===== src/rtl/config_byte_packer.sv =====
// Packs a received byte stream into 32-bit big-endian words and tracks session activity.
// Optional CFG_PACKER_REALIGN_EN realigns the word boundary on the FAB0_FAB1 sync pattern.
module config_byte_packer #(
    parameter int unsigned IdleTimeout      = 4096,
    parameter int unsigned IdleCounterWidth = 13
) (
    input  logic        CLK,
    input  logic        Reset,
    input  logic [7:0]  RxData,
    input  logic        RxValid,
    output logic [31:0] WriteData,
    output logic        WriteStrobe,
    output logic        ComActive,
    output logic [1:0]  ByteIndex
);

    typedef enum logic {StIdle, StActive} state_e;

    localparam logic [IdleCounterWidth-1:0] ExpireCount = IdleCounterWidth'(IdleTimeout - 1);

    state_e                      state_q;
    logic [31:0]                 asm_q;
    logic [IdleCounterWidth-1:0] idle_cnt_q;
    logic [31:0]                 shifted;
    logic                        word_done;

    assign shifted = {asm_q[23:0], RxData};

`ifdef CFG_PACKER_REALIGN_EN
    localparam logic [31:0] SyncWord = 32'hFAB0_FAB1;
    // A sync match at any byte position closes the word, so it also covers normal completion.
    assign word_done = RxValid && ((ByteIndex == 2'd3) || (shifted == SyncWord));
`else
    assign word_done = RxValid && (ByteIndex == 2'd3);
`endif

    always_ff @(posedge CLK or posedge Reset) begin
        if (Reset) begin
            state_q     <= StIdle;
            asm_q       <= '0;
            idle_cnt_q  <= '0;
            WriteData   <= '0;
            WriteStrobe <= 1'b0;
            ComActive   <= 1'b0;
            ByteIndex   <= 2'd0;
        end else begin
            WriteStrobe <= 1'b0;
            if (RxValid) begin
                // A byte always wins over an expiring idle counter.
                state_q    <= StActive;
                ComActive  <= 1'b1;
                asm_q      <= shifted;
                idle_cnt_q <= '0;
                if (word_done) begin
                    WriteData   <= shifted;
                    WriteStrobe <= 1'b1;
                    ByteIndex   <= 2'd0;
                end else begin
                    ByteIndex <= ByteIndex + 2'd1;
                end
            end else if (state_q == StActive) begin
                if (idle_cnt_q == ExpireCount) begin
                    state_q    <= StIdle;
                    ComActive  <= 1'b0;
                    ByteIndex  <= 2'd0;
                    asm_q      <= '0;
                    idle_cnt_q <= '0;
                end else begin
                    idle_cnt_q <= idle_cnt_q + IdleCounterWidth'(1);
                end
            end
        end
    end

endmodule

===== config.mk =====
export PLATFORM = sky130hd
export DESIGN_NAME = config_byte_packer
export DESIGN_NICKNAME = d
export VERILOG_FILES = /design/src/rtl/config_byte_packer.sv
export SDC_FILE = /design/constraint.sdc
export NUM_CORES = 1
export LEC_CHECK = 0
export BUFFER_PORTS_ARGS = -buffer_cell sky130_fd_sc_hd__buf_2
export CAP_MARGIN = 20
export CELL_PAD_IN_SITES_DETAIL_PLACEMENT = 0
export CELL_PAD_IN_SITES_GLOBAL_PLACEMENT = 1
export CORE_MARGIN = 5
export CORE_UTILIZATION = 49
export DETAILED_ROUTE_END_ITERATION = 16
export PLACE_DENSITY = 0.89
export SETUP_SLACK_MARGIN = 0.05
export SLEW_MARGIN = 40
export SYNTH_ARGS = -nofsm -noshare
export SYNTH_HDL_FRONTEND = slang
export SYNTH_SLANG_ARGS = --single-unit

===== constraint.sdc =====
create_clock -name CLK -period 4.6 [get_ports CLK]
set_clock_uncertainty 0.1 [all_clocks]
set_input_delay 0.92 -clock CLK [delete_from_list [all_inputs] [get_ports CLK]]
set_output_delay 0.92 -clock CLK [all_outputs]
set_load 0.01 [all_outputs]

======== Word-level counts from Yosys, hierarchy flattened ========
Cells that the tools add are included.
Widths: inputs -> output; s select.
operators by class
  equal/unequal tests ..................... 2
  reduce and logical (&&, ||, !) cells .... 5
  multiplexer cells ....................... 18
  add/sub/neg operators ................... 2
operators by type and width
  cell                   number
  $mux 24                3
  $mux 13                3
  $add 13x1->13 const B  1
  $eq 13x12->1 const B   1
  $mux 1                 8
  $mux 2                 4
  $reduce_and 2->1       2
  $reduce_bool 2->1      2
  $add 2x1->2 const B    1
  $eq 2x2->1 const B     1
  $logic_and 1x1->1      1
word-level totals
  output and inout port bits .............. 36
  flip-flop bits (word level) ............. 74
  input port bits ......................... 11

======== Longest topological paths before layout ========
Gate-level depths: netlist of run 1.
  depth in word-level cells ............... 4
  gate-level depth with buffers ........... 7
  depth with buffers taken out ............ 5

======== Worst setup path before layout of run 1 ========
No wires, ideal clock.
  kind .................................... in2reg
  start ................................... input port RxValid
  end ..................................... register asm_q[1]
  data required time ...................... 4.434 ns
  path slack .............................. 2.566 ns
  path buffers ............................ 3
  library setup time ...................... 0.066 ns
  arrival ................................. 1.868 ns
  stages on the path ...................... 4
  cell sequence ........................... clkbuf_1 > clkbuf_1 > buf_1 > a22o_1
between the ends
  word-level cells in the longest chain between the ends .. 2
  elaborated cells between the ends (all ways) .. 4
ends and longest elaborated chain
  element                      line  text
  from (decl)                  10    input logic RxValid,
  $reduce_bool 2->1 (no line)  -
  $reduce_and 2->1 (no line)   -
  to (signal assigned)         52    asm_q <= shifted;
  to (decl)                    22    logic [31:0] asm_q;
Parallel ways exist; a longest one is shown, timed or not.
A chain may end at the register's enable or synchronous reset.

======== Worst setup path after layout of run 1 ========
  start ................................... input port RxValid
  end ..................................... register idle_cnt_q[10]
between the ends
  word-level cells in the longest chain between the ends .. 1
  elaborated cells between the ends (all ways) .. 2
ends and longest elaborated chain
  element                                       line  text
  $mux 13 or $reduce_bool 2->1 (tied branches)  -
  to (signal assigned)                          69    idle_cnt_q <= idle_cnt_q + IdleCounterWidth'(1);
  to (decl)                                     23    logic [IdleCounterWidth-1:0] idle_cnt_q;
Parallel ways exist; a longest one is shown, timed or not.

==> results of run 1 <==
[routing by layer]
| layer | part of all wire [%] | track usage, % | routed length, microns | vias to the layer above |
|---|---|---|---|---|
| met4 | 1.4 | 6.80 | 77 | 0 |
| met3 | 6.1 | 4.07 | 326 | 7 |
| met2 | 44 | 22.0 | 2380 | 55 |
| met1 | 48 | 23.4 | 2570 | 914 |
| li1 | - | - | - | 848 |
| met5 | 0 | 0 | 0 | - |
[area by class of cell]
class,instances,area (sq um)
clock buffers,10,128
clock inverters,6,42.5
fillers,486,2510
inverters,5,21.3
multi-input cells,119,960
flip-flops and latches,74,1850
well taps,75,93.8
repair buffers,48,245
[cells by family (layout without fill, tap and decap cells)]
family / count (synthesis) / in the layout / synth area share [%]
xor gates and xnor gates: 10 / 10 / 3.02
DFF: 74 / 74 / 63.9
muxes: 32 / 32 / 12.4
and+or+nand+nor: 43 / 43 / 7.30
adders and majority gates: 2 / 2 / 0.863
AOI/OAI and AO/OA: 32 / 32 / 9.46
buffers and inverters: 16 / 69 / 3.02
[path summary, 6_finish.rpt]
kind / from / end / slack, ns / depth (start not counted)
max in group asynchronous: Reset / WriteData[27]$_DFFE_PP0P_ / 3.11 / 3
min in group asynchronous: Reset / idle_cnt_q[0]$_DFFE_PP0P_ / 0.54 / 2
hold / removal: ComActive$_DFFE_PP0P_ / ComActive$_DFFE_PP0P_ / 0.40 / 2
setup reg to reg: idle_cnt_q[0]$_DFFE_PP0P_ / ByteIndex[1]$_DFFE_PP0P_ / 2.70 / 5
setup / recovery: RxValid / idle_cnt_q[10]$_DFFE_PP0P_ / 2.45 / 5
hold reg to reg: ComActive$_DFFE_PP0P_ / ComActive$_DFFE_PP0P_ / 0.40 / 2
[sequential cells by signal, indices dropped and copies added (netlist names)]
name         flops
state_q          1
WriteData       32
ByteIndex        2
idle_cnt_q      13
asm_q           24
ComActive        1
WriteStrobe      1
[cells in the mapped netlist]
cell	count	area, sq um
nand2_1	11	41.3
nand4_1	4	25.0
clkbuf_1	3	11.3
ha_1	2	25.0
nand3_1	3	15.0
mux2_2	32	360
nor4_1	2	12.5
a21oi_1	1	5.00
xor2_1	2	17.5
a21o_1	1	7.51
o311a_1	1	10.0
o31ai_1	1	7.51
a22o_1	25	219
o211ai_1	1	7.51
inv_1	5	18.8
buf_1	1	3.75
o2111ai_1	2	17.5
xnor2_1	8	70.1
buf_6	3	33.8
nor3_1	4	20.0
and3b_1	1	8.76
and4b_1	1	10.0
nor2_1	13	48.8
and2_1	1	6.26
dfrtp_1	74	1850
and4_1	2	17.5
nand2b_1	1	6.26
buf_2	4	20.0
[stage by stage]
stage          hold slack, ns  cells  setup slack (ns)  power (W)  instance area (sq um)
2_1_floorplan           0.359    209              1.70    0.00120                   2900
3_3_place_gp            0.383    321              2.03    0.00139                   3170
3_5_place_dp            0.384    321              1.93    0.00141                   3170
4_1_cts                 0.402    337              2.32    0.00185                   3340
5_1_grt                 0.421    337              2.32    0.00194                   3340
6_report                0.397    337              2.45    0.00182                   3340
[where the power goes]
group	leakage [nW]	internal, W	switching [W]
Clock	0.0827	0.000197	0.000243
Combinational	0.596	0.000250	0.000218
Sequential	0.932	0.000821	0.0000947
[worst min-delay path, delay by kind of cell (launching register included)]
family | cells | cell delay [ns]
DFF | 1 | 0.36
and+or+nand+nor | 2 | 0.11
==> results.ini, run 1 <==
[min_path]
holdCritPathClass = reg2reg

[power_and_ir_drop]
ir_drop_uv = 273
power_leakage_nw = 1.61
power_per_cell_area_nw_per_um2 = 545

[cts]
numCtsBuffers = 9
clock_latency_ns = 0.34
clk_pin_slew_ns = 0.08
cts-root-buf = clkbuf_8
postCtsSetupBuffers = 0
clock_tree.htree_level_count = 3
tritoncts = built
clock_sinks = 74
cts_resized = 0
cts_buffer_depth = 2
hold_buffers = 0

[routing]
drtAntennaViolNets = 0
drtPass1Iterations = 4
drt_iter0_drc = 92
vias = 1824
drc_errors = 0
wl_per_cell_microns = 15.9
viasPerCell = 5.41
drt-total-wl_mm = 5.35

[synth]
synth_sequential_area_ratio_pct = 63.9
syn_nets = 222
syn_area_sq_um = 2900
yosys_register_bits = 74
synth_area_per_cell_sq_um = 13.9
syn_inst = 209
ys_types = 28
ys_warn_count = 0

[critical_path]
crit_path_start_kind = input port
required_ns = 4.72
cpMaxStageDelayCell = buf_2
path_delay_family = buffers and inverters
critical_path_class = in2reg
critPathBufInv = 1
critPathMaxStageDelay_ns = 0.47
crit_chain = buf_2, o2111ai_1, nor3_1, xnor2_1, nor2_1
worstPathMaxFanout = 34
crit_arrival_ns = 2.26
cp-end-kind = flip-flop

[floorplan]
core_area_sq_um = 5850
start_util_pct = 49.5
die_w_microns = 86.9
die_area_sq_um = 7550
ioPinCount = 47
row_count = 28
die_h_microns = 86.9

[sta]
worst_pin_slew_ns = 0.602
max_freq_mhz = 466
maxSlewViolCount = 0
setup_viol = 0
hold_viol_final = 0
fin_crit_sh_pct = 46.6
relSlewSlack_pct = 59.9
period_needed_ns = 2.15
final.setup.tns_ns = 0
rsz0062_at_grt = false

[outcome]
outcome = completed

[grt]
antenna_found_initial = 0
grt_usage_pct = 15.8
grt_max_degree = 49
grt-ovfl-total = 0
grt_pass1_vias = 1819
grt_pass1_wl_mm = 9.16

[layout]
diodes = 0
drive_gt1_share_pct = 37.0
final_common_cell = dfrtp_1
nets = 270
utilization_pct = 57.1
syn_to_final_growth_pct = 15.3
mostFrequentLayoutCells = dfrtp_1, buf_2, mux2_2, a22o_1, nor2_1

[placement]
dpl.hpwl_mm = 3.58
routabilityCongestion = 0.749
place.port_buffers = 46

[run]
maxCapViolCount = 0

Power figures use the tool's default switching activity.
==> run 2, diff against run 1 <==
Settings changed: ABC_AREA set to 1, CORE_UTILIZATION 49 to 38, PLACE_DENSITY 0.89 to 0.79.
Clock period 4.6 ns to 1.85 ns, I/O delays scaled along.
==> results.ini, run 2 <==
[outcome]
outcome = completed  ; unchanged

[synth]
synth_area_leaders = dfrtp_1, nand2_1, nand2_2  ; was dfrtp_1, mux2_2, a22o_1
ys_types = 26  ; was 28
synthFlopType = dfrtp_1  ; unchanged
yosys-top-cells-count = nand2_1, dfrtp_1, nand2_2  ; was dfrtp_1, mux2_2, a22o_1
synth_area_per_cell_sq_um = 8.92  ; was 13.9 sq um
synth_sequential_area_ratio_pct = 60.0  ; was 63.9%
async_flop_share_pct = 100  ; unchanged
synth_top_cell_area_share_pct = 60.0  ; was 63.9%
syn_nets = 359  ; was 222
yosysMostFrequentCell = nand2_1  ; was dfrtp_1
yosys_register_bits = 74  ; unchanged
ys_warn_count = 0  ; unchanged
syn_area_sq_um = 3090  ; was 2900 sq um
synth_edf_count = 0  ; unchanged
post-synth-top-area-cell = dfrtp_1  ; unchanged
syn_inst = 346  ; was 209

[grt]
grt_max_degree = 75  ; was 49
grt-ovfl-total = 0  ; unchanged
grt_pass1_wl_mm = 11.0  ; was 9.16 mm
grt_usage_pct = 13.6  ; was 15.8%
grt_pass1_vias = 2217  ; was 1819
antenna_found_initial = 0  ; unchanged

[routing]
wl_met1_mm = 3.21  ; was 2.57 mm
drc_errors = 0  ; unchanged
vias = 2254  ; was 1824
wl_met3_microns = 344  ; was 326 microns
drt_iter0_drc = 118  ; was 92
drtPass1Iterations = 4  ; unchanged
drtAntennaViolNets = 0  ; unchanged
met2_length_mm = 2.61  ; was 2.38 mm
wl_per_cell_microns = 12.4  ; was 15.9 microns
drt-total-wl_mm = 6.28  ; was 5.35 mm
top_layer = met4  ; unchanged
viasPerCell = 4.46  ; was 5.41

[critical_path]
cp-end-kind = flip-flop  ; unchanged
critical_path_class = reg2reg  ; was in2reg
crit_path_start_kind = flip-flop  ; was input port
worstPathMaxFanout = 10  ; was 34
required_ns = 1.96  ; was 4.72 ns
crit_arrival_ns = 1.68  ; was 2.26 ns

[sta]
fin_crit_sh_pct = 84.9
hold_viol_final = 0  ; unchanged
final.setup.tns_ns = 0  ; unchanged
whs_ns = 0.0347  ; was 0.397 ns
rsz0062_at_grt = false  ; unchanged
relSlewSlack_pct = 74.0  ; was 59.9%
maxSlewViolCount = 0  ; unchanged
setup_viol = 0  ; unchanged
period_needed_ns = 1.57
max_freq_mhz = 637
worst_pin_slew_ns = 0.389  ; was 0.602 ns

[cts]
cts-root-buf = clkbuf_8  ; unchanged
clk_pin_slew_ns = 0.07  ; was 0.08 ns
clock_tree.htree_level_count = 3  ; unchanged
cts_buffer_depth = 2  ; unchanged
clock_sinks = 74  ; unchanged
tritoncts = built  ; unchanged
numCtsBuffers = 9  ; unchanged
clock_latency_ns = 0.33  ; was 0.34 ns

[layout]
final.fill_count = 798  ; was 486
final_cell_area_sq_um = 3610  ; was 3340 sq um
drive_gt1_share_pct = 23.8  ; was 37.0%
nets = 411  ; was 270
diodes = 0  ; unchanged
largest_reg_flops = 32  ; unchanged
reg_top3 = WriteData: 32 flops, asm_q: 24 flops, idle_cnt_q: 13 flops  ; unchanged
mostFrequentLayoutCells = nand2_1, dfrtp_1, buf_2, nand2_2, nor2_1  ; was dfrtp_1, buf_2, mux2_2, a22o_1, nor2_1
syn_to_final_growth_pct = 17.0  ; was 15.3%
final_common_cell = nand2_1  ; was dfrtp_1
regMostFlops = WriteData  ; unchanged

[power_and_ir_drop]
power_per_cell_area_nw_per_um2 = 1240  ; was 545 nW/um^2
ir_drop_uv = 645  ; was 273 uV
power_leakage_nw = 1.94  ; was 1.61 nW
totalPowerFinal_w = 0.00446  ; was 0.00182 W

[floorplan]
ioPinCount = 47  ; unchanged
die_h_microns = 100  ; was 86.9 microns
start_util_pct = 39.5  ; was 49.5%
core_area_sq_um = 7810  ; was 5850 sq um
die_w_microns = 100  ; was 86.9 microns
row_count = 32  ; was 28
die_area_sq_um = 10000  ; was 7550 sq um

[placement]
placedInstanceArea_sq_um = 3440  ; was 3170 sq um
dpl.hpwl_mm = 4.18  ; was 3.58 mm
routabilityCongestion = 0.731  ; was 0.749
place.port_buffers = 46  ; unchanged

[run]
maxCapViolCount = 0  ; unchanged

[min_path]
holdCritPathClass = in2async  ; was reg2reg

==> run 2: cell types whose count changed after synthesis, moves of 3 or more <==
cell / change
a22o_1: -25
inv_1: +5
mux2_2: -32
nand2_1: +167
nand2_2: +21
nand2_4: +3
nor2_1: +7
nor3_1: -3
xnor2_1: -3
==> run 2: layer usage <==
metal  up-vias  GRT usage [%]
met4         0           5.91
li1       1158              -
met2        43           19.3
met5         -              0
met1      1043           19.6
met3        10           3.75
==> run 2: per-stage QoR <==
step	util, %	cells	setup WS (ns)
4_1_cts	46.1	505	0.197
3_3_place_gp	44.1	489	0.241
2_1_floorplan	-	346	0.366
6_report	46.3	505	0.279
3_5_place_dp	44.1	489	0.206
5_1_grt	46.3	505	0.102
==> run 2: worst paths after layout <==
path | from | endpoint | slack, ns | depth (start not counted)
max | idle_cnt_q[1]$_DFFE_PP0P_ | idle_cnt_q[10]$_DFFE_PP0P_ | 0.28 | 8
max in group asynchronous | Reset | idle_cnt_q[12]$_DFFE_PP0P_ | 1.30 | 3
min | Reset | WriteData[29]$_DFFE_PP0P_ | 0.03 | 3
max reg2reg | idle_cnt_q[1]$_DFFE_PP0P_ | idle_cnt_q[10]$_DFFE_PP0P_ | 0.28 | 8
min reg2reg | WriteData[28]$_DFFE_PP0P_ | WriteData[28]$_DFFE_PP0P_ | 0.38 | 2
min in group CLK | RxData[7] | WriteData[7]$_DFFE_PP0P_ | 0.14 | 3
==> run 2: cell type report <==
type                       count  area (sq um)  area share [%]
sequential                    74          1850            51.3
tap                          102           128            3.53
timing repair buffer          52           288            7.97
multi-input combinational    249          1130            31.4
clock inverter                 5          31.3           0.866
inverter                      12          48.8            1.35
clock buffer                  11           131            3.64
==> run 2: kinds of logic after synthesis <==
family | count (synthesis) | synth area share (%)
adder cells (fa/ha/maj) | 2 | 0.811
XOR/XNOR | 6 | 1.70
flip-flops | 74 | 60.0
AO/OA/AOI/OAI | 6 | 1.58
buffers and inverters | 23 | 3.57
AND/OR/NAND/NOR | 235 | 32.3
==> run 2: report_power, final <==
part / switching (W) / leakage (nW) / internal, W / total [W]
Sequential: 0.000241 / 0.943 / 0.00203 / 0.00227
Clock: 0.000577 / 0.0831 / 0.000483 / 0.00106
Combinational: 0.000669 / 0.917 / 0.000464 / 0.00113
==> run 2: critical path, stage by stage, from the launching register on <==
cell and delay (ns):
dfrtp_1 0.39, ha_1 0.19, nand3_2 0.09, inv_1 0.06
nand2_1 0.07, inv_2 0.09, nand2_4 0.07, a21oi_4 0.30
nor2_1 0.09
==> run 2: what timing repair did <==
item,4_1_cts,5_1_grt
buffers inserted,0,0
hold endpoints to repair,0,0
endpoints found under the setup margin,0,6
hold buffers,0,0
gates resized for setup,0,1
==> run 3, diff against run 2 <==
Settings changed: CORE_UTILIZATION 38 to 42, PLACE_DENSITY 0.79 to 0.83.
Clock period 1.85 ns to 1.6 ns, I/O delays scaled along.
==> results.ini, run 3 (synthesis results as in run 2) <==
[sta]
period_needed_ns = 1.54  ; was 1.57 ns
rsz0062_at_grt = true  ; was false
hold_viol_final = 0  ; unchanged
max_freq_mhz = 649  ; was 637 MHz
worst_pin_slew_ns = 0.369  ; was 0.389 ns
relSlewSlack_pct = 75.3  ; was 74.0%
fin_crit_sh_pct = 96.4  ; was 84.9%
setup_viol = 0  ; unchanged
maxSlewViolCount = 0  ; unchanged
fin_ws_ns = 0.0582  ; was 0.279 ns

[min_path]
min_from = RxData[2]
worstHoldPathCells = 3
min_to = WriteData[2]$_DFFE_PP0P_
holdCritPathClass = in2reg  ; was in2async

[critical_path]
required_ns = 1.73  ; was 1.96 ns
rr_worst_depth = 11  ; was 8
worstPathMaxFanout = 8  ; was 10
critical_path_class = reg2reg  ; unchanged
reg2reg_to = asm_q[3]$_DFFE_PP0P_  ; was idle_cnt_q[10]$_DFFE_PP0P_
crit_path_start_kind = flip-flop  ; unchanged
r2r_setup_slack_ns = 0.06  ; was 0.28 ns
crit_arrival_ns = 1.68  ; about the same
r2r-start = idle_cnt_q[0]$_DFFE_PP0P_  ; was idle_cnt_q[1]$_DFFE_PP0P_
cp-end-kind = flip-flop  ; unchanged

[grt]
grt-ovfl-total = 0  ; unchanged
grt_usage_pct = 16.1  ; was 13.6%
grt_max_degree = 35  ; was 75
grt_pass1_vias = 2414  ; was 2217
antenna_found_initial = 0  ; unchanged
grt_pass1_wl_mm = 11.3  ; was 11.0 mm

[routing]
drc_errors = 0  ; unchanged
vias = 2405  ; was 2254
drtPass1Iterations = 4  ; unchanged
drt-total-wl_mm = 6.45  ; was 6.28 mm
viasPerCell = 4.60  ; was 4.46
drt_iter0_drc = 92  ; was 118
drtAntennaViolNets = 0  ; unchanged
wl_per_cell_microns = 12.3  ; was 12.4 microns

[power_and_ir_drop]
ir_drop_uv = 755  ; was 645 uV
power.internal_w = 0.00352  ; was 0.00297 W
power_frac_clock_pct = 24.7  ; was 23.8%
pwr-share-seq_pct = 49.7  ; was 50.8%
switching_power_w = 0.00176  ; was 0.00149 W
power_per_cell_area_nw_per_um2 = 1360  ; was 1240 nW/um^2
power_leakage_nw = 2.10  ; was 1.94 nW
switching_share_pct = 33.3  ; was 33.4%
comb_power_share_pct = 25.7  ; was 25.4%

[layout]
syn_to_final_growth_pct = 26.3  ; was 17.0%
multi_input_area_sq_um = 1190  ; was 1130 sq um
drive_gt1_share_pct = 31.4  ; was 23.8%
final.fill_count = 703  ; was 798
final_common_cell = nand2_1  ; unchanged
regArea_sq_um = 1850  ; unchanged
final_cell_area_sq_um = 3900  ; was 3610 sq um
stdcell_count = 523  ; was 505
mostFrequentLayoutCells = nand2_1, dfrtp_1, buf_2, nand2_2, buf_4  ; was nand2_1, dfrtp_1, buf_2, nand2_2, nor2_1
utilization_pct = 54.0  ; was 46.3%
diodes = 0  ; unchanged
reg_top3 = WriteData: 32 flops, asm_q: 24 flops, idle_cnt_q: 13 flops  ; unchanged
largest_reg_flops = 32  ; unchanged
nets = 432  ; was 411
regMostFlops = WriteData  ; unchanged

[cts]
tritoncts = built  ; unchanged
clk_pin_slew_ns = 0.08  ; was 0.07 ns
clock_sinks = 74  ; unchanged
cts-root-buf = clkbuf_8  ; unchanged
numCtsBuffers = 9  ; unchanged
clock_tree.htree_level_count = 3  ; unchanged
cts_buffer_depth = 2  ; unchanged
clock_latency_ns = 0.34  ; was 0.33 ns

[floorplan]
die_area_sq_um = 9160  ; was 10000 sq um
ioPinCount = 47  ; unchanged
core_area_sq_um = 7210  ; was 7810 sq um
start_util_pct = 42.8  ; was 39.5%
row_count = 31  ; was 32
die_w_microns = 95.7  ; was 100 microns
die_h_microns = 95.7  ; was 100 microns

[placement]
dpl.hpwl_mm = 4.43  ; was 4.18 mm
dp_cells = 501  ; was 489
dp_slack_ns = 0.0324  ; was 0.206 ns
placedInstanceArea_sq_um = 3570  ; was 3440 sq um
place.port_buffers = 46  ; unchanged
routabilityCongestion = 0.738  ; was 0.731

[outcome]
outcome = completed  ; unchanged

[run]
maxCapViolCount = 0  ; unchanged

-- run 3: cell types whose count changed in the layout (fill, tap and decap cells not counted), moves of 2 or more --
cell	previous run	this run
buf_4	5	20
nand2_4	2	7
nand2_1	178	166
clkbuf_1	2	0
buf_6	0	2
clkinvlp_4	2	4
buf_12	1	3
nand2_2	21	28
-- run 3: how the worst max path moves through the flow --
| stage | cells after the start | to | from | slack (ns) |
|---|---|---|---|---|
| after floorplan | 11 | asm_q[10]$_DFFE_PP0P_ | idle_cnt_q[1]$_DFFE_PP0P_ | 0.12 |
| after global routing | 11 | asm_q[2]$_DFFE_PP0P_ | idle_cnt_q[0]$_DFFE_PP0P_ | -0.03 |
| after global placement | 11 | asm_q[6]$_DFFE_PP0P_ | idle_cnt_q[0]$_DFFE_PP0P_ | 0.09 |
| final | 11 | asm_q[3]$_DFFE_PP0P_ | idle_cnt_q[0]$_DFFE_PP0P_ | 0.06 |
| after detailed placement | 11 | asm_q[3]$_DFFE_PP0P_ | idle_cnt_q[0]$_DFFE_PP0P_ | 0.03 |
| after CTS | 11 | asm_q[23]$_DFFE_PP0P_ | idle_cnt_q[0]$_DFFE_PP0P_ | 0.05 |
-- run 3: power groups by stage --
stage               clock, W  sequential, W  combinational, W
finish               0.00130        0.00262           0.00136
global route         0.00144        0.00269           0.00155
CTS                  0.00135        0.00262           0.00138
detailed placement         0        0.00264           0.00137
global placement           0        0.00265           0.00133
floorplan                  0        0.00282          0.000568
-- run 3: worst max-delay path, stage by stage (launching register included) --
cell and delay (ns):
dfrtp_1 0.37, ha_2 0.20, nand3_2 0.09, inv_2 0.06, nand2_2 0.05, inv_2 0.07, nand2_4 0.07, nand2_4 0.09
nand2_8 0.08, buf_12 0.16, nand2_2 0.05, nand2_1 0.05
-- run 3: what timing repair did --
| item | 4_1_cts | 5_1_grt |
|---|---|---|
| hold endpoints to repair | 12 | 0 |
| pin swaps | 1 | 5 |
| setup endpoints to repair | 23 | 28 |
| buffers inserted | 3 | 1 |
| hold buffers | 1 | 0 |
| resized for setup | 5 | 19 |
| cloned | 1 | 0 |
-- run 3: metrics by stage --
step	TNS, ns	hold slack, ns	power [W]
floorplan	0	0.330	0.00339
global placement	0	0.223	0.00398
detailed placement	0	0.226	0.00401
CTS	0	0.0683	0.00536
global route	-0.416	0.0710	0.00568
finish	0	0.0833	0.00528
-- run 3: area by class of cell --
class | instances | share of cell area, %
inverters | 12 | 1.25
multi-input cells | 249 | 30.6
flip-flops and latches | 74 | 47.5
clock inverters | 6 | 1.06
repair buffers | 73 | 12.8
well taps | 99 | 3.18
clock buffers | 10 | 3.53
-- run 3: layer usage --
layer,part of all wire (%),GRT usage (%),vias to the layer above,wire length [microns]
met3,4.6,3.75,11,298
met1,48,22.5,1132,3120
li1,-,-,1212,-
met5,0,0,-,0
met2,45,23.8,50,2910
met4,1.9,7.11,0,122
